**src/rtl/tnn_pkg.sv**
```systemverilog
// Shared widths, types and default thresholds for the TNN feature loader.
// Also holds the quantizer sub-module and the loader top.
package tnn_pkg;

  localparam int unsigned DATA_W  = 8;
  localparam int unsigned FEAT_W  = 3;
  localparam int unsigned NFEAT   = 6;
  localparam int unsigned NTHRESH = (1 << FEAT_W) - 1;

  typedef logic [FEAT_W-1:0]         feat_t;
  typedef logic [2:0]                idx_t;
  typedef logic [NTHRESH*DATA_W-1:0] thresh_t;

  // Entry k sits at bits [k*DATA_W +: DATA_W]; entries must be strictly increasing.
  localparam thresh_t THRESH_DEFAULT = {8'd224, 8'd192, 8'd160, 8'd128, 8'd96, 8'd64, 8'd32};

  typedef enum logic {StFill, StHold} state_e;

endpackage

```
**src/rtl/tnn_thermo_quant.sv**
```systemverilog
// Thermometer quantizer: the output is the number of thresholds that the raw value reaches.
module tnn_thermo_quant
  import tnn_pkg::*;
#(
  parameter thresh_t THRESH = THRESH_DEFAULT
) (
  input  logic [DATA_W-1:0] i_data,
  output feat_t             o_q
);

  always_comb begin
    o_q = '0;
    for (int k = 0; k < NTHRESH; k++) begin
      if (i_data >= THRESH[k*DATA_W +: DATA_W]) o_q = o_q + feat_t'(1);
    end
  end

endmodule

```
**src/rtl/tnn_feature_loader.sv**
```systemverilog
// Collects six quantized feature beats into one sample for the classifier core.
// The assembly and output registers form a double buffer, so input keeps flowing while the output drains.
module tnn_feature_loader
  import tnn_pkg::*;
#(
  parameter thresh_t     THRESH = THRESH_DEFAULT,
  parameter int unsigned CNT_W  = 16
) (
  input  logic              clk,
  input  logic              rst_n,
  input  logic              s_valid,
  output logic              s_ready,
  input  logic [DATA_W-1:0] s_data,
  input  logic              s_last,
  output logic              m_valid,
  input  logic              m_ready,
  output feat_t             out_a,
  output feat_t             out_b,
  output feat_t             out_c,
  output feat_t             out_d,
  output feat_t             out_e,
  output feat_t             out_f,
  output logic              m_short,
  output logic [CNT_W-1:0]  sample_cnt
);

  state_e           r_state;
  logic             r_s_ready;
  logic             r_m_valid;
  logic             r_m_short;
  logic             r_asm_short;
  idx_t             r_idx;
  feat_t            r_asm [NFEAT];
  feat_t            r_out [NFEAT];
  logic [CNT_W-1:0] r_cnt;

  feat_t w_q;
  feat_t w_merged [NFEAT];
  logic  w_accept;
  logic  w_last_slot;
  logic  w_complete;
  logic  w_short;
  logic  w_free;

  tnn_thermo_quant #(
    .THRESH (THRESH)
  ) u_quant (
    .i_data (s_data),
    .o_q    (w_q)
  );

  assign w_accept    = s_valid && r_s_ready;
  assign w_last_slot = (r_idx == idx_t'(NFEAT - 1));
  assign w_complete  = w_accept && (w_last_slot || s_last);
  assign w_short     = s_last && !w_last_slot;
  assign w_free      = !r_m_valid || m_ready;

  // Slots above the current index are zeroed, which handles the zero fill of a short sample.
  always_comb begin
    for (int i = 0; i < NFEAT; i++) begin
      if (idx_t'(i) < r_idx) begin
        w_merged[i] = r_asm[i];
      end else if (idx_t'(i) == r_idx) begin
        w_merged[i] = w_q;
      end else begin
        w_merged[i] = '0;
      end
    end
  end

  always_ff @(posedge clk or negedge rst_n) begin
    if (!rst_n) begin
      r_state     <= StFill;
      r_s_ready   <= 1'b0;
      r_m_valid   <= 1'b0;
      r_m_short   <= 1'b0;
      r_asm_short <= 1'b0;
      r_idx       <= '0;
      r_cnt       <= '0;
      for (int i = 0; i < NFEAT; i++) begin
        r_asm[i] <= '0;
        r_out[i] <= '0;
      end
    end else begin
      if (r_m_valid && m_ready) begin
        r_m_valid <= 1'b0;
        r_cnt     <= r_cnt + CNT_W'(1);
      end
      if (w_accept) begin
        for (int i = 0; i < NFEAT; i++) r_asm[i] <= w_merged[i];
        r_idx <= w_complete ? '0 : r_idx + idx_t'(1);
        if (w_complete) r_asm_short <= w_short;
      end
      unique case (r_state)
        StFill: begin
          r_s_ready <= 1'b1;
          if (w_complete) begin
            if (w_free) begin
              for (int i = 0; i < NFEAT; i++) r_out[i] <= w_merged[i];
              r_m_short <= w_short;
              r_m_valid <= 1'b1;
            end else begin
              r_state   <= StHold;
              r_s_ready <= 1'b0;
            end
          end
        end
        StHold: begin
          if (w_free) begin
            for (int i = 0; i < NFEAT; i++) r_out[i] <= r_asm[i];
            r_m_short <= r_asm_short;
            r_m_valid <= 1'b1;
            r_state   <= StFill;
            r_s_ready <= 1'b1;
          end
        end
        default: r_state <= StFill;
      endcase
    end
  end

  assign s_ready    = r_s_ready;
  assign m_valid    = r_m_valid;
  assign m_short    = r_m_short;
  assign sample_cnt = r_cnt;
  assign out_a      = r_out[0];
  assign out_b      = r_out[1];
  assign out_c      = r_out[2];
  assign out_d      = r_out[3];
  assign out_e      = r_out[4];
  assign out_f      = r_out[5];

endmodule

```
**config.mk**
```make
export PLATFORM = sky130hd
export DESIGN_NAME = tnn_feature_loader
export DESIGN_NICKNAME = d
export VERILOG_FILES = /design/src/rtl/tnn_pkg.sv /design/src/rtl/tnn_thermo_quant.sv /design/src/rtl/tnn_feature_loader.sv
export SDC_FILE = /design/constraint.sdc
export NUM_CORES = 1
export LEC_CHECK = 0
export BUFFER_PORTS_ARGS = -buffer_cell sky130_fd_sc_hd__buf_4
export CAP_MARGIN = 15
export CORE_ASPECT_RATIO = 0.75
export CORE_MARGIN = 5
export CORE_UTILIZATION = 55
export DETAILED_ROUTE_END_ITERATION = 8
export PLACE_DENSITY = 0.78
export SETUP_SLACK_MARGIN = 0.15
export SYNTH_ARGS = -nofsm -noshare
export SYNTH_HDL_FRONTEND = slang
export SYNTH_SLANG_ARGS = --single-unit
```
**constraint.sdc**
```tcl
create_clock -name clk -period 2.1 [get_ports clk]
set_input_delay 0.42 -clock clk [delete_from_list [all_inputs] [get_ports clk]]
set_output_delay 0.42 -clock clk [all_outputs]
set_load 0.1 [all_outputs]
```
Word-level counts from Yosys, hierarchy flattened
Index checks and enable logic that the tools add are counted.
{"block": "totals", "reg_bits": 60, "input_bits": 13, "wordCells": 100}
{"block": "op_classes", "add_sub_neg": 8, "magnitude_cmp": 13, "eq_ne": 9, "n_mux": 39, "bitwise_logic": 1, "reduce_logical": 11}
{"operator": "two-way mux 3 bit", "n": 19}
{"operator": "two-way mux 18 bit", "n": 3}
{"operator": "case mux 18 bit (2 select lines)", "n": 1}
{"operator": ">= comparator 8 bit (second input constant)", "n": 4}
{"operator": "adder 3 x 1 -> 3 bit (second input constant)", "n": 6}
{"operator": "adder 16 x 1 -> 16 bit (second input constant)", "n": 1}
{"operator": ">= comparator 8 x 7 -> 1 bit (second input constant)", "n": 2}
{"operator": "two-way mux 1 bit", "n": 12}
{"operator": ">= comparator 8 x 6 -> 1 bit (second input constant)", "n": 1}
{"operator": "case mux 1 bit (2 select lines)", "n": 4}
{"operator": "== test 2 x 3 -> 1 bit (first input constant)", "n": 2}
{"operator": "== test 3 bit (first input constant)", "n": 2}
{"operator": "less-than comparator 1 x 3 -> 1 bit (first input constant)", "n": 2}
{"operator": "less-than comparator 2 x 3 -> 1 bit (first input constant)", "n": 2}
{"operator": "less-than comparator 3 bit (first input constant)", "n": 2}
{"operator": "logical AND 1 bit", "n": 4}
{"operator": "!= test 2 bit (second input constant)", "n": 2}
{"operator": "== test 1 x 3 -> 1 bit (first input constant)", "n": 1}
{"operator": "== test 3 bit (second input constant)", "n": 1}
{"operator": "logical NOT 3 bit", "n": 1}
{"operator": "AND reduction 3 bit", "n": 1}
{"operator": "adder 1 x 1 -> 2 bit (second input constant)", "n": 1}
{"operator": "logical NOT 1 bit", "n": 2}
{"operator": "logical OR 1 bit", "n": 2}
{"operator": "3 further kinds", "n": 3}

Depth between registers and ports, before layout
{"block": "logic_depth", "depth_word": 19, "depth_mapped": 22, "depth_no_buf": 21}

Hierarchy
A second synthesis with hierarchy kept.
{"block": "unflattened", "cells_unflattened": 355, "area_unflattened_um2": 3328.2}
{"mod": "tnn_feature_loader", "n_inst": 1, "cells_per_inst": 294, "area_per_inst_um2": 2885.3}
{"mod": "tnn_thermo_quant", "n_inst": 1, "cells_per_inst": 61, "area_per_inst_um2": 442.9}

Least setup slack after synthesis
Ideal clock, no wire load.
{"block": "synth_path", "path_type": "input to register", "startpoint": "input s_data[7]", "endpoint": "register r_out (netlist bit out_c[1])", "arrival_time_ns": 3.995, "required_time_ns": 1.976, "slack_ns": -2.019, "stages": 21, "n_path_buf": 2, "path_cell_list": "buf_6 > or2_2 > nor2_1 > ha_1 > buf_6 > xnor2_1 > ha_1 > mux2i_1 > xnor2_1 > a21o_1 > ha_1 > nand2_1 > nand2_1 > a21o_1 > ha_1 > mux2i_1 > nor2_1 > a311oi_4 > nor2_4 > a221oi_2 > nor2_1"}
{"block": "synth_between", "elab_chain_len": 19, "word_cells_on_any_way": 25, "cone_classes": "add/sub: 6; order compare: 7; mux: 12"}
{"element": "start: declaration", "line_no": "tnn_feature_loader.sv:13", "rtl": "input logic [DATA_W-1:0] s_data,"}
{"element": ">= comparator 8 x 6 -> 1 bit", "line_no": "tnn_thermo_quant.sv:14", "rtl": "if (i_data >= THRESH[k*DATA_W +: DATA_W]) o_q = o_q + feat_t'(1);"}
{"element": "two-way mux 1 bit", "line_no": "tnn_thermo_quant.sv:14"}
{"element": "adder 1 x 1 -> 2 bit", "line_no": "tnn_thermo_quant.sv:14"}
{"element": "two-way mux 3 bit", "line_no": "tnn_thermo_quant.sv:14"}
{"element": "adder 3 x 1 -> 3 bit", "line_no": "tnn_thermo_quant.sv:14"}
{"element": "two-way mux 3 bit", "line_no": "tnn_thermo_quant.sv:14"}
{"element": "adder 3 x 1 -> 3 bit", "line_no": "tnn_thermo_quant.sv:14"}
{"element": "two-way mux 3 bit", "line_no": "tnn_thermo_quant.sv:14"}
{"element": "(+3 left out)"}
{"element": "two-way mux 3 bit", "line_no": "tnn_thermo_quant.sv:14"}
{"element": "adder 3 x 1 -> 3 bit", "line_no": "tnn_thermo_quant.sv:14"}
{"element": "two-way mux 3 bit *", "line_no": "tnn_thermo_quant.sv:14"}
{"element": "two-way mux 3 bit *", "line_no": "tnn_feature_loader.sv:63", "rtl": "end else if (idx_t'(i) == r_idx) begin"}
{"element": "two-way mux 3 bit *", "line_no": "tnn_feature_loader.sv:61", "rtl": "if (idx_t'(i) < r_idx) begin"}
{"element": "two-way mux 18 bit *", "line_no": "tnn_feature_loader.sv:98", "rtl": "if (w_free) begin"}
{"element": "two-way mux 18 bit *", "line_no": "tnn_feature_loader.sv:97", "rtl": "if (w_complete) begin"}
{"element": "case mux 18 bit (2 select lines) *", "line_no": "tnn_feature_loader.sv:94", "rtl": "unique case (r_state)"}
{"element": "end signal: indexed assignment", "line_no": "tnn_feature_loader.sv:82", "rtl": "r_out[i] <= '0;"}
{"element": "end: declaration", "line_no": "tnn_feature_loader.sv:34", "rtl": "feat_t r_out [NFEAT];"}
Every way passes the cells marked *; elsewhere a longest branch is shown, timed or not. The select of a mux whose other input is x is not followed.
A chain may end at the register's enable or synchronous reset.

Worst setup path after layout
{"block": "layout_path", "startpoint": "input s_data[7]", "endpoint": "register r_out (netlist bit out_f[1])"}
Same word-level chain as after synthesis.

==> flow_summary.yaml <==
status:
  status: "finished, violations left"
  violations: "negative setup slack"
yosys:
  syn-cell-area_um2: 3230
  synth_async_sr_flop_share: 1.00
  syn_avg_cell_area_um2: 9.30
  synth-edff-count: 0
  syn_inst: 347
  ys_seq_area_frac: 0.465
  synth-seq-cells: 60
  syn_nets: 371
  synthFlopType: "dfrtp_1"
  yosys_warnings: 0
  synth.distinct_cells: 44
finish:
  area_growth_pct: 31.0
  final_cell_area_um2: 4230
  final_core_util: 0.733
  fin_nets: 451
  drive_gt1_frac: 0.331
  layout_commonest_cell: "buf_4"
  layout_common_cells: "buf_4, dfrtp_1, nand2_1"
  num_antenna_cells: 0
floorplan:
  die_h_um: 76.3
  coreArea_um2: 5770
  fp-row-count: 24
  die_x_um: 98.4
  io_pins: 50
  initial_utilization: 0.560
  dieArea_um2: 7510
clock_tree:
  cts_num_sinks: 60
  htree_levels: 3
  cts_tree: "built"
  path_clk_slew_ns: 0.08
  root_buffer: "clkbuf_8"
  cts_made_buffers: 9
  cts_buffer_depth: 2
  insertion_delay_ns: 0.35
global_routing:
  grt_overflow: 0
  grt_pass1_wl_um: 14200
  track_usage: 0.235
  antenna_found_initial: 0
  grt_pass1_vias: 2877
  grt_max_degree: 42
pwr:
  peakVddDrop_mv: 0.940
  cellLeakagePower_nw: 2.02
  power_mw: 4.98
  cellPowerDensity_nw_per_um2: 1180
critical_path:
  cp_num_buf_inv: 3
  path_cells: "buf_6 > or2_4 > nor2_4 > inv_2 > ha_4 > nand2_2 > o21ai_2 > ha_1 > mux2i_2 > xnor2_1 > a21o_1 > ha_4 > nand2_4 > nand2_2 > a21o_1 > ha_4 > mux2i_1 > nor2_1 > a311oi_4 > buf_4 > o2111a_1 > nor2_1"
  cp_top_family: "compound AO/OA/AOI/OAI gates"
  path_class: "primary input to flip-flop"
  start_kind: "primary input"
  max_stage_delay_ns: 0.35
  cp.required_ns: 2.32
  r2r_setup_slack_ns: 0.15
  timing.rr.end: "out_d[2]"
  cp_slowest_cell: "a311oi_4"
  crit_cells: 22
  critical_path_arrival_ns: 3.89
  crit_start: "s_data[7]"
  r2r_start: "r_idx[2]"
  worstSetupEndpointType: "flip-flop"
  setup.worst_path.end: "out_f[1]"
  reg2regPathDepth: 8
  crit_fanout: 3
  cp_common_cell: "ha_4"
route:
  wl_per_cell_um: 16.7
  vias_per_cell: 5.81
  dr.pass1.iters: 5
  remaining_drc_errors: 0
  drtIter0Drc: 217
  antenna_left: 0
  vias: 2964
  routed_wirelength_um: 8540
place:
  numPortBuffers: 44
  hpwl_um: 5770
  placed_cell_area_um2: 3810
  place_congestion: 0.862
flow_run:
  maxCapViolCount: 0
sta:
  final.setup_skew_ns: 0.0109
  finalSetupTns_ns: -33.28
  slew_viol_final: 0
  finalWorstSetupSlack_ns: -1.57
  hold_viol_final: 0
  setup_viol: 24
  worst_slew_pin_slew_ns: 0.643
  fin_crit_sh: 1.75
  rsz0062_at_grt: "yes"
  min_period_ns: 3.67
  fmax_mhz: 272
  slew_headroom: 0.572
worst_hold_path:
  hold_class: "primary input to async pin"
==> flip-flops by register name (all words and copies together) (netlist names) <==
signal and flops:
m_short 1, m_valid 1, out_a 3, out_b 3, out_c 3, out_d 3
out_e 3, out_f 3, r_asm 18, r_asm_short 1, r_idx 3, r_state 1
s_ready 1, sample_cnt 16
==> cell families (layout without fill, tap and decap cells) <==
group,Yosys count,count (layout),synth area share
buf+inv,24,109,0.0477
mux,4,4,0.0128
xor+xnor,25,25,0.0679
compound gates,86,86,0.170
simple gates,137,137,0.193
flops,60,60,0.465
fa+ha+maj,11,11,0.0427
==> timing repair <==
action	in CTS	in global routing
gates resized for setup	29	12
hold buffers	0	0
setup endpoints to repair	24	27
pin swaps	22	9
setup buffers	5	4
==> power breakdown <==
group | total [mW] | internal (mW) | switching (mW) | leakage (nW)
clock | 1.04 | 0.579 | 0.459 | 0.100
combinational | 2.39 | 0.617 | 1.77 | 1.14
sequential | 1.56 | 1.38 | 0.178 | 0.778
==> Yosys cell counts, types with 3 or more instances <==
cell type	instances	area (µm²)
nand4_1	3	18.8
mux2i_1	3	30.0
nand2b_1	3	18.8
xnor2_1	17	149
a21o_1	4	30.0
a31oi_1	4	25.0
ha_1	11	138
inv_1	8	30.0
clkbuf_1	5	18.8
nor2_1	35	131
o31ai_1	3	22.5
buf_6	8	90.1
xor2_1	8	70.1
dfrtp_1	60	1500
nand3_1	16	80.1
o21ai_0	37	185
a21oi_1	20	100
nor3_1	3	15.0
nand2_1	54	203
and3_1	12	75.1
==> metal layers <==
layer | GRT usage | vias up | share of wire
met1 | 0.313 | 1437 | 0.44
met3 | 0.0576 | 25 | 0.068
met2 | 0.370 | 130 | 0.47
met5 | 0 | - | 0
li1 | - | 1372 | -
met4 | 0.0887 | 0 | 0.021
==> worst min-delay path by stage <==
stage               slack [ns]  startpoint       end  cells past startpoint
CTS                       0.05       rst_n  out_e[1]                      1
global route              0.08       rst_n  out_e[1]                      1
detailed placement        0.43       rst_n  out_c[1]                      1
floorplan                 0.12       rst_n   m_short                      0
finish                    0.04       rst_n  out_a[1]                      1
global placement          0.42       rst_n  out_a[1]                      1
==> stage by stage <==
step / hold WS (ns) / worst slack (ns) / std cells
2_1_floorplan: 0.124 / -1.78 / 347
3_3_place_gp: 0.425 / -1.77 / 485
3_5_place_dp: 0.430 / -1.95 / 485
4_1_cts: 0.0534 / -1.49 / 506
5_1_grt: 0.0821 / -1.69 / 510
6_report: 0.0376 / -1.57 / 510
==> worst reg2reg max path: stages (launching register included) <==
cell and delay (ns):
dfrtp_1 0.40, and3b_1 0.21, o21a_1 0.19, buf_4 0.16
o21ai_1 0.22, buf_4 0.29, nor3b_1 0.08, a21oi_1 0.18
o21ai_2 0.09
==> area by class of cell <==
class | instances | area (µm²)
clock buffer | 12 | 145
fill | 414 | 1540
clock inverter | 4 | 48.8
sequential | 60 | 1510
inverter | 8 | 30.0
multi-input combinational | 263 | 1740
timing repair buffer | 85 | 657
tap | 78 | 97.6
No activity file was read; power rests on OpenSTA's default activity.
